**config.mk**
```make
export PLATFORM = sky130hd
export DESIGN_NAME = display_register_flat
export DESIGN_NICKNAME = d
export VERILOG_FILES = /design/src/rtl/display_register_if.sv /design/src/rtl/display_register.sv /design/src/flat_wrapper.sv
export SDC_FILE = /design/constraint.sdc
export NUM_CORES = 1
export LEC_CHECK = 0
export CAP_MARGIN = 30
export CORE_MARGIN = 2
export CORE_UTILIZATION = 33
export CTS_CLUSTER_SIZE = 16
export DETAILED_ROUTE_END_ITERATION = 8
export MAX_ROUTING_LAYER = met4
export PLACE_DENSITY = 0.65
export SLEW_MARGIN = 20
export SYNTH_ARGS = -nofsm -noshare
export SYNTH_HDL_FRONTEND = slang
export SYNTH_SLANG_ARGS = --single-unit
export TNS_END_PERCENT = 30
```
**constraint.sdc**
```tcl
create_clock -name clk -period 2.45 [get_ports clk]
set_input_delay 0.3675 -clock clk [delete_from_list [all_inputs] [get_ports clk]]
set_output_delay 0.3675 -clock clk [all_outputs]
set_load 0.01 [all_outputs]
```
**src/rtl/display_register_if.sv**
```systemverilog
// display_register_if
//   CPU-side register bus for the display_register peripheral.
//   master : the CPU (drives data/address/strobes, reads register/flag)
//   slave  : the peripheral
// Signals:
//   data         [31:0] CPU write data
//   address      [15:0] CPU read/write address
//   write_enable        write strobe, sampled on posedge clk
//   read_enable         read strobe (no side effects)
//   register     [31:0] read data, combinational
//   flag                1 = peripheral can accept a new value
interface display_register_if;
    logic [31:0] data;
    logic [15:0] address;
    logic        write_enable;
    logic        read_enable;
    logic [31:0] register;
    logic        flag;

    modport master (
        output data, address, write_enable, read_enable,
        input  register, flag
    );

    modport slave (
        input  data, address, write_enable, read_enable,
        output register, flag
    );
endinterface

```
**src/rtl/display_register.sv**
```systemverilog
// display_register
//   Memory-mapped output peripheral: the CPU writes a 32-bit value to the
//   data register (DDR) and it is shown as 8 hex digits on a multiplexed,
//   active-low 7-segment display. A status register (DDSR) and the flag
//   output let software pace writes: a value is latched into the display
//   shadow at a frame boundary and held for one full frame before the
//   block accepts another write.
// Ports:
//   clk   system clock
//   rst   synchronous, active-high reset
//   bus   display_register_if.slave (data, address, write_enable,
//         read_enable, register, flag)
//   an    [7:0] digit anodes, active-low, one-hot-low
//   seg   [6:0] segments {g,f,e,d,c,b,a}, active-low
// Build option:
//   DISP_BLANK_EN  when defined, leading zero digits are blanked (digit 0
//                  is never blanked); when undefined all digits are shown.
module display_register #(
    parameter int unsigned SCAN_DIV  = 100000,
    parameter logic [15:0] ADDR_DATA = 16'h8002,
    parameter logic [15:0] ADDR_STAT = 16'h8003
) (
    input  logic              clk,
    input  logic              rst,
    display_register_if.slave bus,
    output logic [7:0]        an,
    output logic [6:0]        seg
);
    localparam int unsigned   PW      = $clog2(SCAN_DIV);
    localparam logic [PW-1:0] PS_LAST = PW'(SCAN_DIV - 1);

    typedef enum logic [1:0] {
        IDLE,
        PEND,
        SHOW
    } state_t;

    state_t        state;
    logic [31:0]   ddr;
    logic [31:0]   shadow;
    logic [PW-1:0] prescaler;
    logic [2:0]    idx;
    logic          tick;
    logic          frame_end;
    logic          busy;
    logic [3:0]    nibble;

    // Read strobe carries no side effects; it is accepted and ignored.
    logic unused_read;
    assign unused_read = bus.read_enable;

    assign tick      = (prescaler == PS_LAST);
    assign frame_end = tick && (idx == 3'd7);
    assign busy      = (state != IDLE);
    assign bus.flag  = ~busy;

    function automatic logic [6:0] hex7(input logic [3:0] n);
        case (n)
            4'h0:    hex7 = 7'h40;
            4'h1:    hex7 = 7'h79;
            4'h2:    hex7 = 7'h24;
            4'h3:    hex7 = 7'h30;
            4'h4:    hex7 = 7'h19;
            4'h5:    hex7 = 7'h12;
            4'h6:    hex7 = 7'h02;
            4'h7:    hex7 = 7'h78;
            4'h8:    hex7 = 7'h00;
            4'h9:    hex7 = 7'h10;
            4'hA:    hex7 = 7'h08;
            4'hB:    hex7 = 7'h03;
            4'hC:    hex7 = 7'h46;
            4'hD:    hex7 = 7'h21;
            4'hE:    hex7 = 7'h06;
            default: hex7 = 7'h0E;
        endcase
    endfunction

    // Scan counters run in every state; the FSM only samples frame_end.
    // A write accepted on a boundary edge moves to PEND on that same edge,
    // so it naturally waits for the following boundary.
    always_ff @(posedge clk) begin
        if (rst) begin
            state     <= IDLE;
            ddr       <= '0;
            shadow    <= '0;
            prescaler <= '0;
            idx       <= '0;
        end else begin
            prescaler <= tick ? '0 : prescaler + 1'b1;
            if (tick) begin
                idx <= idx + 3'd1;
            end

            case (state)
                IDLE: begin
                    if (bus.write_enable && bus.address == ADDR_DATA) begin
                        ddr   <= bus.data;
                        state <= PEND;
                    end
                end
                PEND: begin
                    if (frame_end) begin
                        shadow <= ddr;
                        state  <= SHOW;
                    end
                end
                SHOW: begin
                    if (frame_end) begin
                        state <= IDLE;
                    end
                end
                default: state <= IDLE;
            endcase
        end
    end

    // Read mux reflects pre-edge state; reset forces zero.
    always_comb begin
        bus.register = '0;
        if (!rst) begin
            if (bus.address == ADDR_DATA) begin
                bus.register = ddr;
            end else if (bus.address == ADDR_STAT) begin
                bus.register = {31'b0, busy};
            end
        end
    end

    assign an     = ~(8'b1 << idx);
    assign nibble = shadow[{idx, 2'b00} +: 4];

`ifdef DISP_BLANK_EN
    logic [2:0] top_digit;

    // Index of the most significant nonzero nibble; 0 when shadow is 0.
    always_comb begin
        top_digit = '0;
        for (int unsigned i = 0; i < 8; i++) begin
            if (shadow[4*i +: 4] != 4'h0) begin
                top_digit = 3'(i);
            end
        end
    end

    always_comb begin
        seg = hex7(nibble);
        if (idx > top_digit) begin
            seg = 7'h7F;
        end
    end
`else
    assign seg = hex7(nibble);
`endif

endmodule

```
**src/flat_wrapper.sv**
```systemverilog
// flat-port wrapper written by rule: the top's interface ports become plain ports
module display_register_flat 
#(
    parameter int unsigned SCAN_DIV  = 100000,
    parameter logic [15:0] ADDR_DATA = 16'h8002,
    parameter logic [15:0] ADDR_STAT = 16'h8003
)
  (clk, rst, an, seg, bus_data, bus_address, bus_write_enable, bus_read_enable, bus_register, bus_flag);
  display_register_if bus_i ();
  input  logic clk;
  input  logic rst;
  output logic [7:0] an;
  output logic [6:0] seg;
  input wire logic [$bits(bus_i.data)-1:0] bus_data;
  input wire logic [$bits(bus_i.address)-1:0] bus_address;
  input wire logic [$bits(bus_i.write_enable)-1:0] bus_write_enable;
  input wire logic [$bits(bus_i.read_enable)-1:0] bus_read_enable;
  output wire logic [$bits(bus_i.register)-1:0] bus_register;
  output wire logic [$bits(bus_i.flag)-1:0] bus_flag;
  assign bus_i.data = bus_data;
  assign bus_i.address = bus_address;
  assign bus_i.write_enable = bus_write_enable;
  assign bus_i.read_enable = bus_read_enable;
  assign bus_register = bus_i.register;
  assign bus_flag = bus_i.flag;
  display_register #(.SCAN_DIV(SCAN_DIV), .ADDR_DATA(ADDR_DATA), .ADDR_STAT(ADDR_STAT)) u_core (.clk(clk), .rst(rst), .bus(bus_i), .an(an), .seg(seg));
endmodule
```
* Yosys cells after proc, flatten, opt, wreduce, memory -nomap -nowiden *
Memories as Yosys holds them, arrays and structs flattened.
Cells that the tools add are included.

operators by class
  muxes and demuxes = 7
  reduce and logical (&&, ||, !) cells = 8
  equal/unequal tests = 9
  bitwise operators = 2
  shift-type cells = 2
  add/sub/neg operators = 2

operator list
  kind                   count
  $mux 32                2
  $eq 16x16->1 const B   2
  $shiftx 32x6->4        1
  $add 17x1->17 const B  1
  $eq 17x17->1 const B   1
  $not 8->8              1
  $shl 1x3->8 const A    1
  $mux 2                 3
  $ne 2x1->1 const B     3
  $pmux 2 s3             1
  $reduce_and 2->1       2
  $add 3x1->3 const B    1
  $eq 3x3->1 const B     1
  $reduce_and 3->1       1
  $eq 2x1->1 const B     1
  $eq 2x2->1 const B     1
  $logic_and 1x1->1      2
  $logic_not 2->1        1
  $reduce_bool 2->1      1
  $reduce_or 2->1        1
  $mux 1                 1
  $not 1->1              1

word-level totals
  memories = 1
  bits of input ports = 52
  word-level logic and storage cells = 36
  output and inout bits = 48
  register bits after elaboration = 86
  memory bits (read-only) = 112

memories
  memory           depth  bits a word  rd ports  clocked after memory_dff  wr ports  line                    RTL
  (no name shown)  16     7            1         0                         0         display_register.sv:58  case (n)

* Logic depth before layout (Yosys ltp) *
Gate-level depths: netlist (run 1).

  depth after elaboration = 4
  depth in mapped cells = 9
  gate-level depth less buffers = 7

* Worst setup path before layout (run 1) *
No wires, ideal clock.

  path type = register to output
  start = reg u_core.idx[0]
  end = out seg[4]
  cell stages (with the launch flop) = 8
  required time = 2.082 ns
  arrival time = 2.249 ns
  buffers on the path = 1
  path slack = -0.166 ns
  cells stage by stage = dfxtp_1 buf_6 mux4_1 mux2i_1 inv_1 ha_1 mux2_2 o21ai_0

on the way
  longest elaborated chain between the ends = 2

ends and longest elaborated chain
  item                    line                     RTL
  from (decl)             display_register.sv:42   logic [2:0] idx;
  from (signal assigned)  display_register.sv:91   idx <= idx + 3'd1;
  $shiftx 32x6->4         display_register.sv:130  assign nibble = shadow[{idx, 2'b00} +: 4];
  $mem_v2 16x7            n/a
  to (decl)               flat_wrapper.sv:13       output logic [6:0] seg;

Every way passes these cells.

* Worst setup path in the final report (run 1) *
  start = reg u_core.idx[0]
  end = out seg[1]

Same word-level chain as after synthesis.

==> results of run 1 <==
per-stage QoR:
step | hold WS, ns | std cells | TNS (ns) | instance area [sq um]
floorplan | 0.4297 | 525 | 0 | 4511
global placement | 0.4426 | 782 | -16.94 | 5792
detailed placement | 0.4506 | 782 | -20.05 | 5792
CTS | 0.4641 | 823 | -1.777 | 6339
global route | 0.4918 | 822 | -3.867 | 6487
finish | 0.4576 | 822 | -1.865 | 6487
cell families after synthesis:
logic type / Yosys count / synth area share, %
and+or+nand+nor: 177 / 22.48
DFF: 86 / 38.38
xor gates and xnor gates: 12 / 2.343
adders and majority gates: 13 / 3.626
muxes: 20 / 7.671
AOI/OAI and AO/OA: 154 / 19.55
buffers and inverters: 63 / 5.941
registers in the layout (all words and copies together) (netlist names):
| register | count |
|---|---|
| u_core.state | 2 |
| u_core.shadow | 32 |
| u_core.prescaler | 17 |
| u_core.ddr | 32 |
| u_core.idx | 3 |
final timing paths:
path                              end  depth (start not counted)
setup / recovery               seg[1]                          8
hold / removal    u_core.prescaler[0]                          1
setup reg to reg    u_core.shadow[28]                          7
hold reg to reg   u_core.prescaler[0]                          1
placed cells by master, fill, tap and decap left out, drive strengths merged, types with 4 or more instances in the layout:
| cell | n |
|---|---|
| or3 | 5 |
| nor2 | 16 |
| dfxtp | 86 |
| clkdlybuf4s50 | 45 |
| clkinv | 5 |
| mux2i | 9 |
| ha | 13 |
| dlygate4sd2 | 22 |
| and2 | 34 |
| o21ai | 41 |
| xnor2 | 5 |
| mux4 | 8 |
| xor2 | 7 |
| o31ai | 34 |
| nand4 | 37 |
| nand3 | 45 |
| buf | 82 |
| nor3 | 4 |
| nand2 | 14 |
| clkbuf | 14 |
| inv | 12 |
| nor4b | 6 |
| a21oi | 73 |
power by group through the flow:
stage	clock, mW	sequential (mW)	combinational [mW]
3_5_place_dp	0	1.44	0.142
5_1_grt	1.37	1.41	0.153
3_3_place_gp	0	1.44	0.139
6_report	1.29	1.40	0.143
2_1_floorplan	0	1.44	0.0428
4_1_cts	1.30	1.40	0.142
layer usage:
metal,GRT usage [%],vias up
met4,6.468,0
li1,-,2164
met2,31.99,113
met3,2.500,22
met5,-,-
met1,24.23,2155
layout make-up:
type	count	area share, %
multi-input combinational	376	42.35
sequential	86	26.60
timing repair buffer	156	22.47
clock buffer	10	3.684
tap	176	3.394
inverter	12	0.7715
clock inverter	6	0.7329
timing repair:
item                                    4_1_cts  5_1_grt
gates resized for setup                     167       49
pin swaps                                    14       12
buffers inserted                             26        3
cloned                                        2        0
endpoints found under the setup margin       40       86
==> summary.txt, run 1 <==
Detailed routing
  – Routed met3 length: 505 um
  – Routed vias: around 4500
  – First-pass DRT Iterations: 4
  – WL met1: 5857 um
  – Routed wire per std cell: ~16 um
  – DRC viols: 0
  – Routed WL: 13530 um
  – Met2 wire length: 6902 um
  – Drt first-iter violations: between 200 and 250
  – Post-DR vias/cell: between 5 and 6
  – Final antenna-violating net count: 0
  – Max Used Layer: met4

Global routing
  – First-pass GRT wire length: approximately 22000 um
  – Overflow after GRT: 0
  – Largest net degree at the start of global routing: between 70 and 80
  – Vias in the first global route: around 4400
  – GRT Total Usage: roughly a fifth
  – Initial antenna violation count: 0

Pwr
  – VDD IR-drop max: about 0.36 mV
  – Pwr dens: roughly 440 mW/mm^2
  – Final Power: ~2.8 mW
  – Switch share: between 20% and 30%
  – Sequential power share: about half
  – Clock share of power: around 45%
  – Switching power: ~630 uW
  – Leakage power: roughly 2.4 nW
  – Cell Int Power: 2.201 mW
  – Logic pwr share: about 5%

Logic synthesis
  – Mapped Cells: about 530
  – Net Count, Synth: 590
  – EDFF count, synth: 0
  – Dominant cell type by area after synthesis: dfxtp_1
  – Area share of the largest cell type after synthesis: between 30% and 40%
  – Post-synth ARST share: 0%
  – Average size of a mapped cell: between 8 and 9 sq um
  – Primary FF master, synth: dfxtp_1
  – Mapped Area: between 0.004 and 0.005 sq mm
  – Ranking of synthesized cells by area: dfxtp_1 (38%), a21oi_1 (8.1%), o31ai_1 (5.7%)
  – Number of synthesized register bits: between 80 and 90
  – Sequential-to-total area share from yosys stat: a little under two fifths
  – Yosys warns: 0
  – Top-count cell post-synth: dfxtp_1
  – Synth top cells by count: dfxtp_1 (86), a21oi_1 (73), nand3_1 (45)
  – Synth cell types: just over 40

Die
  – Initial core utilization: about a third
  – Die Span X: between 100 and 150 um
  – I/O pin count: 100
  – Row count: 42
  – Core area: 0.01324 sq mm
  – Die area: between 0.01 and 0.015 sq mm
  – Die Ht: roughly 120 um

Worst setup path
  – Critical path's top delay family: multiplexers
  – CP peak stage delay: around 0.55 ns
  – Worst Path Arrival: approximately 2.4 ns
  – CP Max Fanout: 6
  – CP Cell Sequence: mux4_2, mux2i_4, buf_6, ha_4, inv_2, or3_1, o21ai_2, buf_2
  – RR Startpoint: u_core.idx[1]
  – CP bufs+invs: 3
  – Critical-path top delay cell: mux4_2
  – WP data required: 2.08 ns
  – Critical Path Source Type: register
  – Worst R2R Setup Slack: 0.33 ns
  – Crit path launch: u_core.idx[0]
  – Worst Setup End Kind: output pin
  – Worst Path Class, Setup: register to output pin

Finish
  – Nets@finish: 706
  – Share of post-route cells with drive strength above 1: between 20 and 25%
  – Filler cell count: 1232
  – Final core occ: 48.99%
  – # diodes: 0
  – Multi-input gate area: approximately 0.0027 sq mm
  – P&R area growth vs syn: 44.63%
  – Register area: about 0.0017 sq mm

Timing
  – PnR worst setup slack: -0.3103 ns
  – Crit share post-route: 112.7%
  – Setup clock skew after layout: between 0.009 and 0.01 ns
  – RSZ-0062 raised after global routing: yes
  – Final Hold Fails: 0
  – Slew Viols, Final: 0
  – Fmax: ~0.36 GHz
  – # setup viols final: 7
  – Max transition margin: about 52%
  – Least-Margin Pin Slew: roughly 0.72 ns
  – Tmin final: between 2 and 3 ns

Worst hold path
  – Worst min path class: register to register
  – Worst hold start: u_core.prescaler[0]

Job
  – Max-cap violation count: 0

Run status
  – Status: complete, but fails checks
  – Failing checks: setup timing

Clocking
  – Post-cts hold buffer count: 0
  – Worst-skew pair later-pin latency: roughly 0.34 ns
  – Clk slew on worst S/H paths: around 0.070 ns
  – CTS buffer count: 9
  – Clock sinks: 86
  – CTS tree: yes
  – Root Driver: clkbuf_16
  – Number of H-tree levels: 3
  – Clk buf depth: 2

Placement
  – Setup WS pre-CTS: -0.5524 ns
  – Hpwl dp: slightly above 9000 um
  – IO Port Bufs: ~100
  – Gpl congestion: slightly above 0.8
No activity file was read; power rests on OpenSTA's default activity.
==> run 2: changes to the inputs <==
CORE_UTILIZATION = 46   (was 33)
PLACE_DENSITY = 0.84   (was 0.65)
==> summary.txt, run 2 (synthesis gave the netlist of run 1 again) <==
Run status
  – Status: complete, but fails checks (unchanged)
  – Failing checks: setup timing (unchanged)

Worst hold path
  – Worst hold start: u_core.shadow[10] (was u_core.prescaler[0])
  – Hold Path Sink: u_core.shadow[10] (was u_core.prescaler[0])
  – Worst min path class: register to register (unchanged)
  – Hold depth: 2 (was 1)

Die
  – Core area: 0.009639 sq mm (was 0.01324 sq mm)
  – I/O pin count: 100 (unchanged)
  – Initial core utilization: 46.53% (was 33.87%)
  – Die Span X: 102.8 um (was 120.6 um)
  – Die Ht: 102.8 um (was 120.6 um)
  – Row count: 36 (was 42)
  – Die area: 0.01056 sq mm (was 0.01454 sq mm)

Worst setup path
  – Worst Path Class, Setup: register to output pin (unchanged)
  – R2R depth: 9 (was 7)
  – Critical Path Source Type: register (unchanged)
  – RR Startpoint: u_core.idx[0] (was u_core.idx[1])
  – Worst R2R Setup Slack: 0.18 ns (was 0.33 ns)
  – Worst Setup End Kind: output pin (unchanged)
  – CP Max Fanout: 6 (unchanged)
  – Worst Path Arrival: 2.46 ns (was 2.39 ns)
  – R2R Path End: u_core.shadow[0] (was u_core.shadow[28])
  – WP data required: 2.08 ns (about the same)

Clocking
  – Worst-skew pair later-pin latency: 0.37 ns (was 0.34 ns)
  – Root Driver: clkbuf_8 (was clkbuf_16)
  – Post-cts hold buffer count: 0 (unchanged)
  – CTS buffer count: 9 (unchanged)
  – CTS tree: yes (unchanged)
  – Clock sinks: 86 (unchanged)
  – Number of H-tree levels: 3 (unchanged)
  – Clk buf depth: 2 (unchanged)
  – Clk slew on worst S/H paths: 0.09 ns (was 0.07 ns)

Global routing
  – Largest net degree at the start of global routing: 71 (unchanged)
  – Initial antenna violation count: 0 (unchanged)
  – Overflow after GRT: 0 (unchanged)
  – GRT Total Usage: 28.67% (was 19.24%)
  – Vias in the first global route: 4553 (was 4389)
  – First-pass GRT wire length: 22860 um (was 21870 um)

Placement
  – Placed cell areas: 0.005720 sq mm (was 0.005792 sq mm)
  – IO Port Bufs: 98 (unchanged)
  – Inst Count DP: 740 (was 782)
  – Hpwl dp: 9117 um (was 9139 um)
  – Gpl congestion: 0.9242 (was 0.8091)

Timing
  – Least-Margin Pin Slew: 0.7384 ns (was 0.7164 ns)
  – RSZ-0062 raised after global routing: yes (unchanged)
  – Crit share post-route: 115.2% (was 112.7%)
  – Max transition margin: 50.77% (was 52.24%)
  – Final Hold Fails: 0 (unchanged)
  – # setup viols final: 7 (unchanged)
  – Fmax: 0.3542 GHz (was 0.3623 GHz)
  – Slew Viols, Final: 0 (unchanged)
  – Final hold slack: 0.4761 ns (was 0.4576 ns)
  – Setup clock skew after layout: 0.01610 ns (was 0.009774 ns)
  – Tmin final: 2.823 ns (was 2.760 ns)
  – PnR worst setup slack: -0.3729 ns (was -0.3103 ns)

Detailed routing
  – DRC viols: 0 (unchanged)
  – Routed vias: 4675 (was 4454)
  – Routed wire per std cell: 18.10 um (was 16.46 um)
  – Post-DR vias/cell: 5.918 (was 5.418)
  – First-pass DRT Iterations: 5 (was 4)
  – Drt first-iter violations: 485 (was 217)
  – Routed WL: 14300 um (was 13530 um)
  – Final antenna-violating net count: 0 (unchanged)

Finish
  – Final core occ: 65.29% (was 48.99%)
  – # diodes: 0 (unchanged)
  – Most common cell after layout, fill and taps aside: dfxtp_1 (unchanged)
  – Design Area, Final: 0.006294 sq mm (was 0.006487 sq mm)
  – P&R area growth vs syn: 40.31% (was 44.63%)
  – Share of post-route cells with drive strength above 1: 25.42% (was 24.46%)
  – Commonest cells after routing, fill and taps aside: dfxtp_1 (85), a21oi_1 (73), buf_4 (52) (was dfxtp_1 (85), a21oi_1 (73), clkdlybuf4s50_1 (45))
  – Biggest regs: u_core.ddr x32, u_core.shadow x32, u_core.prescaler x17 (unchanged)
  – Nets@finish: 717 (was 706)
  – Non-filler cells, final: 790 (was 822)

Job
  – Max-cap violation count: 0 (unchanged)

Pwr
  – Leakage power: 2.331 nW (was 2.370 nW)
  – Pwr dens: 407.7 mW/mm^2 (was 436.9 mW/mm^2)
  – VDD IR-drop max: 0.3172 mV (was 0.3613 mV)
## run 2: cell types whose count changed in the layout (fill, tap and decap cells not counted), moves of 5 or more
cell and change:
and2_4 -6, dlygate4sd2_1 -15, clkbuf_8 +8, clkdlybuf4s15_1 +5, buf_4 +15, and2_1 +6, clkbuf_16 -9, clkbuf_2 +10
## run 2: worst max path at each step
stage | cells past startpoint | slack, ns | startpoint | end
6_report | 8 | -0.37 | u_core.idx[0] | seg[4]
5_1_grt | 7 | -0.40 | u_core.idx[0] | seg[1]
4_1_cts | 8 | -0.34 | u_core.idx[0] | seg[4]
3_5_place_dp | 7 | -0.61 | bus_address[3] | bus_register[5]
3_3_place_gp | 7 | -0.45 | bus_address[5] | bus_register[1]
2_1_floorplan | 7 | 0.008 | u_core.idx[0] | seg[0]
## run 2: power breakdown
group	leakage [nW]	internal (mW)	total, mW	switching, mW
Clock	0.0931	0.479	1.01	0.536
Sequential	0.694	1.40	1.40	0.00459
Combinational	1.54	0.0800	0.147	0.0672
## run 2: layout make-up
class                      count  area, sq um
timing repair buffer         167         1481
clock buffer                  10        127.6
tap                          133        166.4
multi-input combinational    376         2676
inverter                      12        45.04
clock inverter                 6        71.32
fill                         771         3346
sequential                    86         1725
## run 2: metrics by stage
step	power [mW]	setup WS [ns]	setup TNS, ns
final	2.566	-0.3729	-2.184
after global placement	1.573	-0.4541	-16.25
after CTS	2.556	-0.3403	-1.890
after global routing	2.636	-0.3982	-2.756
after floorplan	1.479	0.007603	0
after detailed placement	1.578	-0.6058	-21.76
## run 2: critical path, cell delays in order, from the launching register on
cell     delay (ns)
dfxtp_4        0.42
buf_6          0.13
mux4_2         0.54
mux2i_4        0.22
buf_6          0.14
buf_6          0.09
mux2_4         0.29
o21ai_2        0.12
buf_2          0.15
## run 2: timing repair
item,4_1_cts,5_1_grt
cloned,3,0
pin swaps,10,7
resized for setup,168,50
setup endpoints to repair,40,60
buffers inserted,28,5
## run 2: routing by layer
layer / GRT usage, % / part of all wire [%] / vias up
met5: - / 0 / -
met4: 13.56 / 4.3 / 0
met3: 3.864 / 5.8 / 53
met2: 48.87 / 51 / 201
met1: 33.47 / 39 / 2232
li1: - / - / 2189
==> run 3: changes to the inputs <==
CAP_MARGIN = not set   (was 30)
==> results of run 3 <==
The final DEF is identical to that of run 2; final timing and power are the same.
==> patch 1, RTL diff (settings of run 2) <==
Re-encode `state_t` (3 states) as one-hot, 3 bits wide.
--- a/src/rtl/display_register.sv
+++ b/src/rtl/display_register.sv
@@ -29,10 +29,10 @@
     localparam int unsigned   PW      = $clog2(SCAN_DIV);
     localparam logic [PW-1:0] PS_LAST = PW'(SCAN_DIV - 1);
 
-    typedef enum logic [1:0] {
-        IDLE,
-        PEND,
-        SHOW
+    typedef enum logic [2:0] {
+        IDLE = 3'b001,
+        PEND = 3'b010,
+        SHOW = 3'b100
     } state_t;
 
     state_t        state;
Check against the original RTL: same outputs for any inputs over 10 cycles, from zero or initial values and one cycle with rst high; not proved beyond that.
==> patch 1 against run 2 <==
The run still ends with negative setup slack left. Design area fell by 5.0%. Combinational power fell by 9%. First-iteration DRC count decreased by 10%. Critical path depth rose by 1. Sequential cell count is 1 higher. Wire length is 6.1% lower. Power increased by 0.29%. Sequential share of layout area rose by 1.7 points. Final cell count decreased by 4.1%. Synthesized area shrank 1.5%. Non-clock buffer count is 25 lower. Worst setup slack better by 0.052 ns. Critical endpoint is now seg[1]. Largest cell class unchanged.
==> patch 1: results (changes against run 2) <==
- Status: finished with violations (unchanged)
- Failing checks: negative setup slack (unchanged)
- Routed len/inst: 17.7 um (was 18.1 um)
- Crit path arrival time: 2.40 ns (was 2.46 ns)
- Xor-xnor portion of the synthesized cell area: 0.0278 (was 0.0234)
- FFs w/ async S/R, synth: 0 (unchanged)
- Post-Synth Adder-Cell Area: 0.0368 (was 0.0363)
- # port buffers: 98 (unchanged)
- Synthesized Nets: 586 (was 590)
- Placed cell areas: 0.00567 mm^2 (was 0.00572 mm^2)
- Top cells by area, synth: dfxtp_1 (39%), a21oi_1 (7.8%), o21ai_0 (7.6%) (was dfxtp_1 (38%), a21oi_1 (8.1%), o31ai_1 (5.7%))
- Synth Instances: 521 (was 525)
- Setup slack after layout: -0.320 ns (was -0.373 ns)
- Mux contribution to synthesized area: 0.0748 (was 0.0767)
- Detailed Routing Iterations Pass 1: 6 (was 5)
- Setup violations, final: 7 (unchanged)
- Sequential share of the synthesized area: 0.394 (was 0.384)
- First-pass GRT wire length: 21100 um (was 22900 um)
- Final #Nets: 690 (was 717)
- Compound-Gate Fraction of Synth Area: 0.176 (was 0.196)
- Via/cell ratio: 6.02 (was 5.92)
- Setup TNS: -1.77 ns (was -2.18 ns)
- Max-slew headroom: 0.524 (was 0.508)
- Fillers: 749 (was 771)
- DP Cell Count: 736 (was 740)
- Distinct cells, synth: 47 (was 41)
- Commonest cells in the netlist: dfxtp_1 (87), a21oi_1 (69), o21ai_0 (67), nand3_1 (41), nand4_1 (40) (was dfxtp_1 (86), a21oi_1 (73), nand3_1 (45), o21ai_0 (41))
- Ys Warns: 0 (unchanged)
- Pleak: 2.23 nW (was 2.33 nW)
- # H-tree levels: 3 (unchanged)
- Peak supply drop: 0.330 mV (was 0.317 mV)
- Aggregate global-route resource usage: 0.264 (was 0.287)
- Placer Congestion: 0.905 (was 0.924)
- Largest net degree at the start of global routing: 72 (was 71)
- Ant diodes: 0 (unchanged)
- WL final: 13400 um (was 14300 um)
- Hold Path Class: reg2reg (unchanged)
- HPWL Detailed: 8640 um (was 9120 um)
- Worst Skew: 0.00907 ns (was 0.0161 ns)
- Share of cells above drive strength 1: 0.226 (was 0.254)
- Area occupied by multi-input gates: 0.00260 mm^2 (was 0.00268 mm^2)
- Initial DRC Count: 436 (was 485)
- Dpl ws: -0.478 ns (was -0.606 ns)
- Total CTS buffers: 9 (unchanged)
- Vias in the first global route: 4391 (was 4553)
## patch 1: changes by cell type after synthesis, sizes merged, moves of 3 or more
cell	before	now
o31ai	34	2
and3	2	5
o21ai	41	69
buf	14	11
and2	34	31
a21oi	73	69
nor4	2	6
nand4	37	40
nand3	45	41
## patch 1: routing by layer
layer  global-route usage  wire [um]  vias to the layer above
li1                     -          -                     2097
met1                0.316       5390                     2192
met2                0.440       6700                      225
met3               0.0445        870                       48
met4                0.113        459                        0
met5                    -          0                        -
## patch 1: path summary, 6_finish.rpt
kind | startpoint | endpoint | slack [ns] | cells past startpoint
max | u_core.idx[0] | seg[1] | -0.32 | 9
min reg2reg | u_core.prescaler[0] | u_core.prescaler[0] | 0.45 | 1
min | u_core.prescaler[0] | u_core.prescaler[0] | 0.45 | 1
max reg2reg | u_core.idx[1] | u_core.shadow[9] | 0.20 | 9
## patch 1: worst max-delay path, cell delays in order (launching register included)
cell,delay [ns]
dfxtp_2,0.36
buf_12,0.12
mux4_2,0.53
mux2i_2,0.19
buf_4,0.16
ha_4,0.12
inv_2,0.03
or3_1,0.33
o21ai_1,0.08
buf_2,0.14
## patch 1: power by group
group | internal, mW | switching (mW) | total [mW]
combinational | 0.0773 | 0.0569 | 0.134
clock | 0.496 | 0.523 | 1.02
sequential | 1.42 | 0.00317 | 1.42
total | 1.99 | 0.583 | 2.57
## patch 1: area by class of cell
type,instances,area share
multi-input cells,373,0.434
flip-flops and latches,87,0.292
repair buffers,142,0.207
well taps,129,0.0270
clock buffers,10,0.0230
clock inverters,5,0.00962
inverters,12,0.00795
## patch 1: what timing repair did
action                                  CTS  global route
gates cloned                              2             1
buffers inserted                          5             1
endpoints found under the setup margin   40            51
gates resized for setup                 201            26
pin swaps                                14             7
==> patch 2, RTL diff (config.mk and constraints of run 2) <==
Without the edit above. `SCAN_DIV` is set to 100000 in 2 places; all go to 400000.
--- a/src/rtl/display_register.sv
+++ b/src/rtl/display_register.sv
@@ -16,7 +16,7 @@
 //   DISP_BLANK_EN  when defined, leading zero digits are blanked (digit 0
 //                  is never blanked); when undefined all digits are shown.
 module display_register #(
-    parameter int unsigned SCAN_DIV  = 100000,
+    parameter int unsigned SCAN_DIV  = 400000,
     parameter logic [15:0] ADDR_DATA = 16'h8002,
     parameter logic [15:0] ADDR_STAT = 16'h8003
 ) (
--- a/src/flat_wrapper.sv
+++ b/src/flat_wrapper.sv
@@ -1,7 +1,7 @@
 // flat-port wrapper written by rule: the top's interface ports become plain ports
 module display_register_flat 
 #(
-    parameter int unsigned SCAN_DIV  = 100000,
+    parameter int unsigned SCAN_DIV  = 400000,
     parameter logic [15:0] ADDR_DATA = 16'h8002,
     parameter logic [15:0] ADDR_STAT = 16'h8003
 )
Formal check against the unedited RTL: same outputs for any inputs over 10 cycles, from zero or initial values and one cycle with rst high; that may be too few to reach the edited logic, so the function may still have changed.
==> patch 2 against run 2 <==
Wire length decreased by 12%. The flow still finishes with violations (negative setup slack). Worst setup slack worse by 0.027 ns. Largest power group unchanged. Clock skew shrank 0.0018 ns. Synthesized cell count shrank 0.19%. Sequential cell count is 2 higher. Synthesized area increased by 4.7%. Count of clock-buffer cells in the layout shrank 1. Power grew 2.2%. Design area grew 0.34%.
==> patch 2: results (changes against run 2) <==
- Status: finished with violations (unchanged)
- Failing checks: negative setup slack (unchanged)
- Routed len/inst: 16.0 um (was 18.1 um)
- Clk Latency, worst-skew pair: between 0.3 and 0.4 ns
- Placer Congestion: 0.857 (was 0.924)
- Commonest cells in the netlist: dfxtp_1 (88), nand2b_1 (64), nand3_1 (45) (was dfxtp_1 (86), a21oi_1 (73), nand3_1 (45), o21ai_0 (41))
- Max-slew headroom: 0.478 (was 0.508)
- FFs w/ async S/R, synth: 0 (unchanged)
- Max clock buf depth: 2 (unchanged)
- Pleak: 2.33 nW (about the same)
- DP Cell Count: 745 (was 740)
- HPWL Detailed: 8370 um (was 9120 um)
- Initial DRC Count: 270 (was 485)
- Share of cells above drive strength 1: 0.237 (was 0.254)
- Initial antenna violation count: 0 (unchanged)
- Placed cell areas: 0.00596 mm^2 (was 0.00572 mm^2)
- CTS resizes: 156 (was 168)
- WL final: 12500 um (was 14300 um)
- Sequential share of the synthesized area: 0.375 (was 0.384)
- Synth Instances: 524 (was 525)
- Setup violations, final: 8 (was 7)
- First-pass GRT wire length: 20300 um (was 22900 um)
- Final worst hold slack: 0.466 ns (was 0.476 ns)
- DR vias: 4307 (was 4675)
- Reg2reg start: u_core.prescaler[14] (was u_core.idx[0])
- Aggregate global-route resource usage: 0.234 (was 0.287)
- Largest regs: u_core.ddr (32), u_core.shadow (32), u_core.prescaler (19) (was u_core.ddr (32), u_core.shadow (32), u_core.prescaler (17))
- Setup slack after layout: -0.400 ns (was -0.373 ns)
- Synthesized Nets: 589 (was 590)
- Largest net degree at the start of global routing: 103 (was 71)
- Worst Skew: 0.0143 ns (was 0.0161 ns)
- # Post-CTS Setup Buffers: 16 (was 28)
- Distinct cells, synth: 47 (was 41)
- Vias in the first global route: 4200 (was 4553)
- Worst-path fanout max: 7 (was 6)
- Dpl ws: -0.669 ns (was -0.606 ns)
- Top cells by area, synth: dfxtp_1 (38%), nand2b_1 (8.5%), mux2i_1 (8.3%) (was dfxtp_1 (38%), a21oi_1 (8.1%), o31ai_1 (5.7%))
- Final #Nets: 709 (was 717)
- Hold Startpoint: u_core.prescaler[0] (was u_core.shadow[10])
- Peak supply drop: 0.305 mV (was 0.317 mV)
- # port buffers: 98 (unchanged)
- Top_reg_cell synth: dfxtp_1 (unchanged)
- Setup TNS: -2.46 ns (was -2.18 ns)
- Flop-to-flop setup slack: 0.41 ns (was 0.18 ns)
- Crit path arrival time: 2.48 ns (was 2.46 ns)
==> patch 2: cell count changes in the layout (fill, tap and decap cells not counted), sizes merged, moves of 7 or more <==
| cell | change |
|---|---|
| clkdlybuf4s15 | -7 |
| nand2b | +63 |
| mux2i | +32 |
| a21oi | -34 |
| o31ai | -31 |
| nand4 | -31 |
| buf | -15 |
==> patch 2: area by class of cell <==
cell class,count,area [um^2]
repair buffers,148,1270
flip-flops and latches,88,1760
well taps,133,166
clock inverters,7,77.6
clock buffers,9,124
inverters,13,48.8
multi-input cells,384,2860
fillers,822,3500
==> patch 2: routing by layer <==
layer,GRT usage,wire (um),part of all wire
met3,0.0349,736,0.059
met4,0.100,299,0.024
met1,0.287,5350,0.43
met5,-,0,0
met2,0.383,6140,0.49
==> patch 2: where the power goes <==
part | switching [mW] | internal [mW]
registers | 0.00397 | 1.43
clock network | 0.542 | 0.482
logic | 0.0673 | 0.0948
total | 0.613 | 2.01
==> patch 2: logic make-up after synthesis <==
kind of cell | share of synthesized area
adder cells (fa/ha/maj) | 0.0346
AO/OA/AOI/OAI | 0.105
multiplexers | 0.142
AND/OR/NAND/NOR | 0.266
XOR/XNOR | 0.0261
flip-flops | 0.375
buffers and inverters | 0.0512
==> patch 2: worst paths after layout <==
path	to	cells past startpoint
min	u_core.prescaler[0]	1
max	seg[0]	8
min reg2reg	u_core.prescaler[0]	1
max reg2reg	u_core.shadow[28]	5
==> patch 2: worst max-delay path, stage by stage (launching register included) <==
cell and delay, ns:
dfxtp_2 0.37, buf_12 0.14, mux4_2 0.54, mux2i_4 0.25, inv_2 0.11, ha_4 0.19, and3_4 0.14, a211o_1 0.23
buf_2 0.14
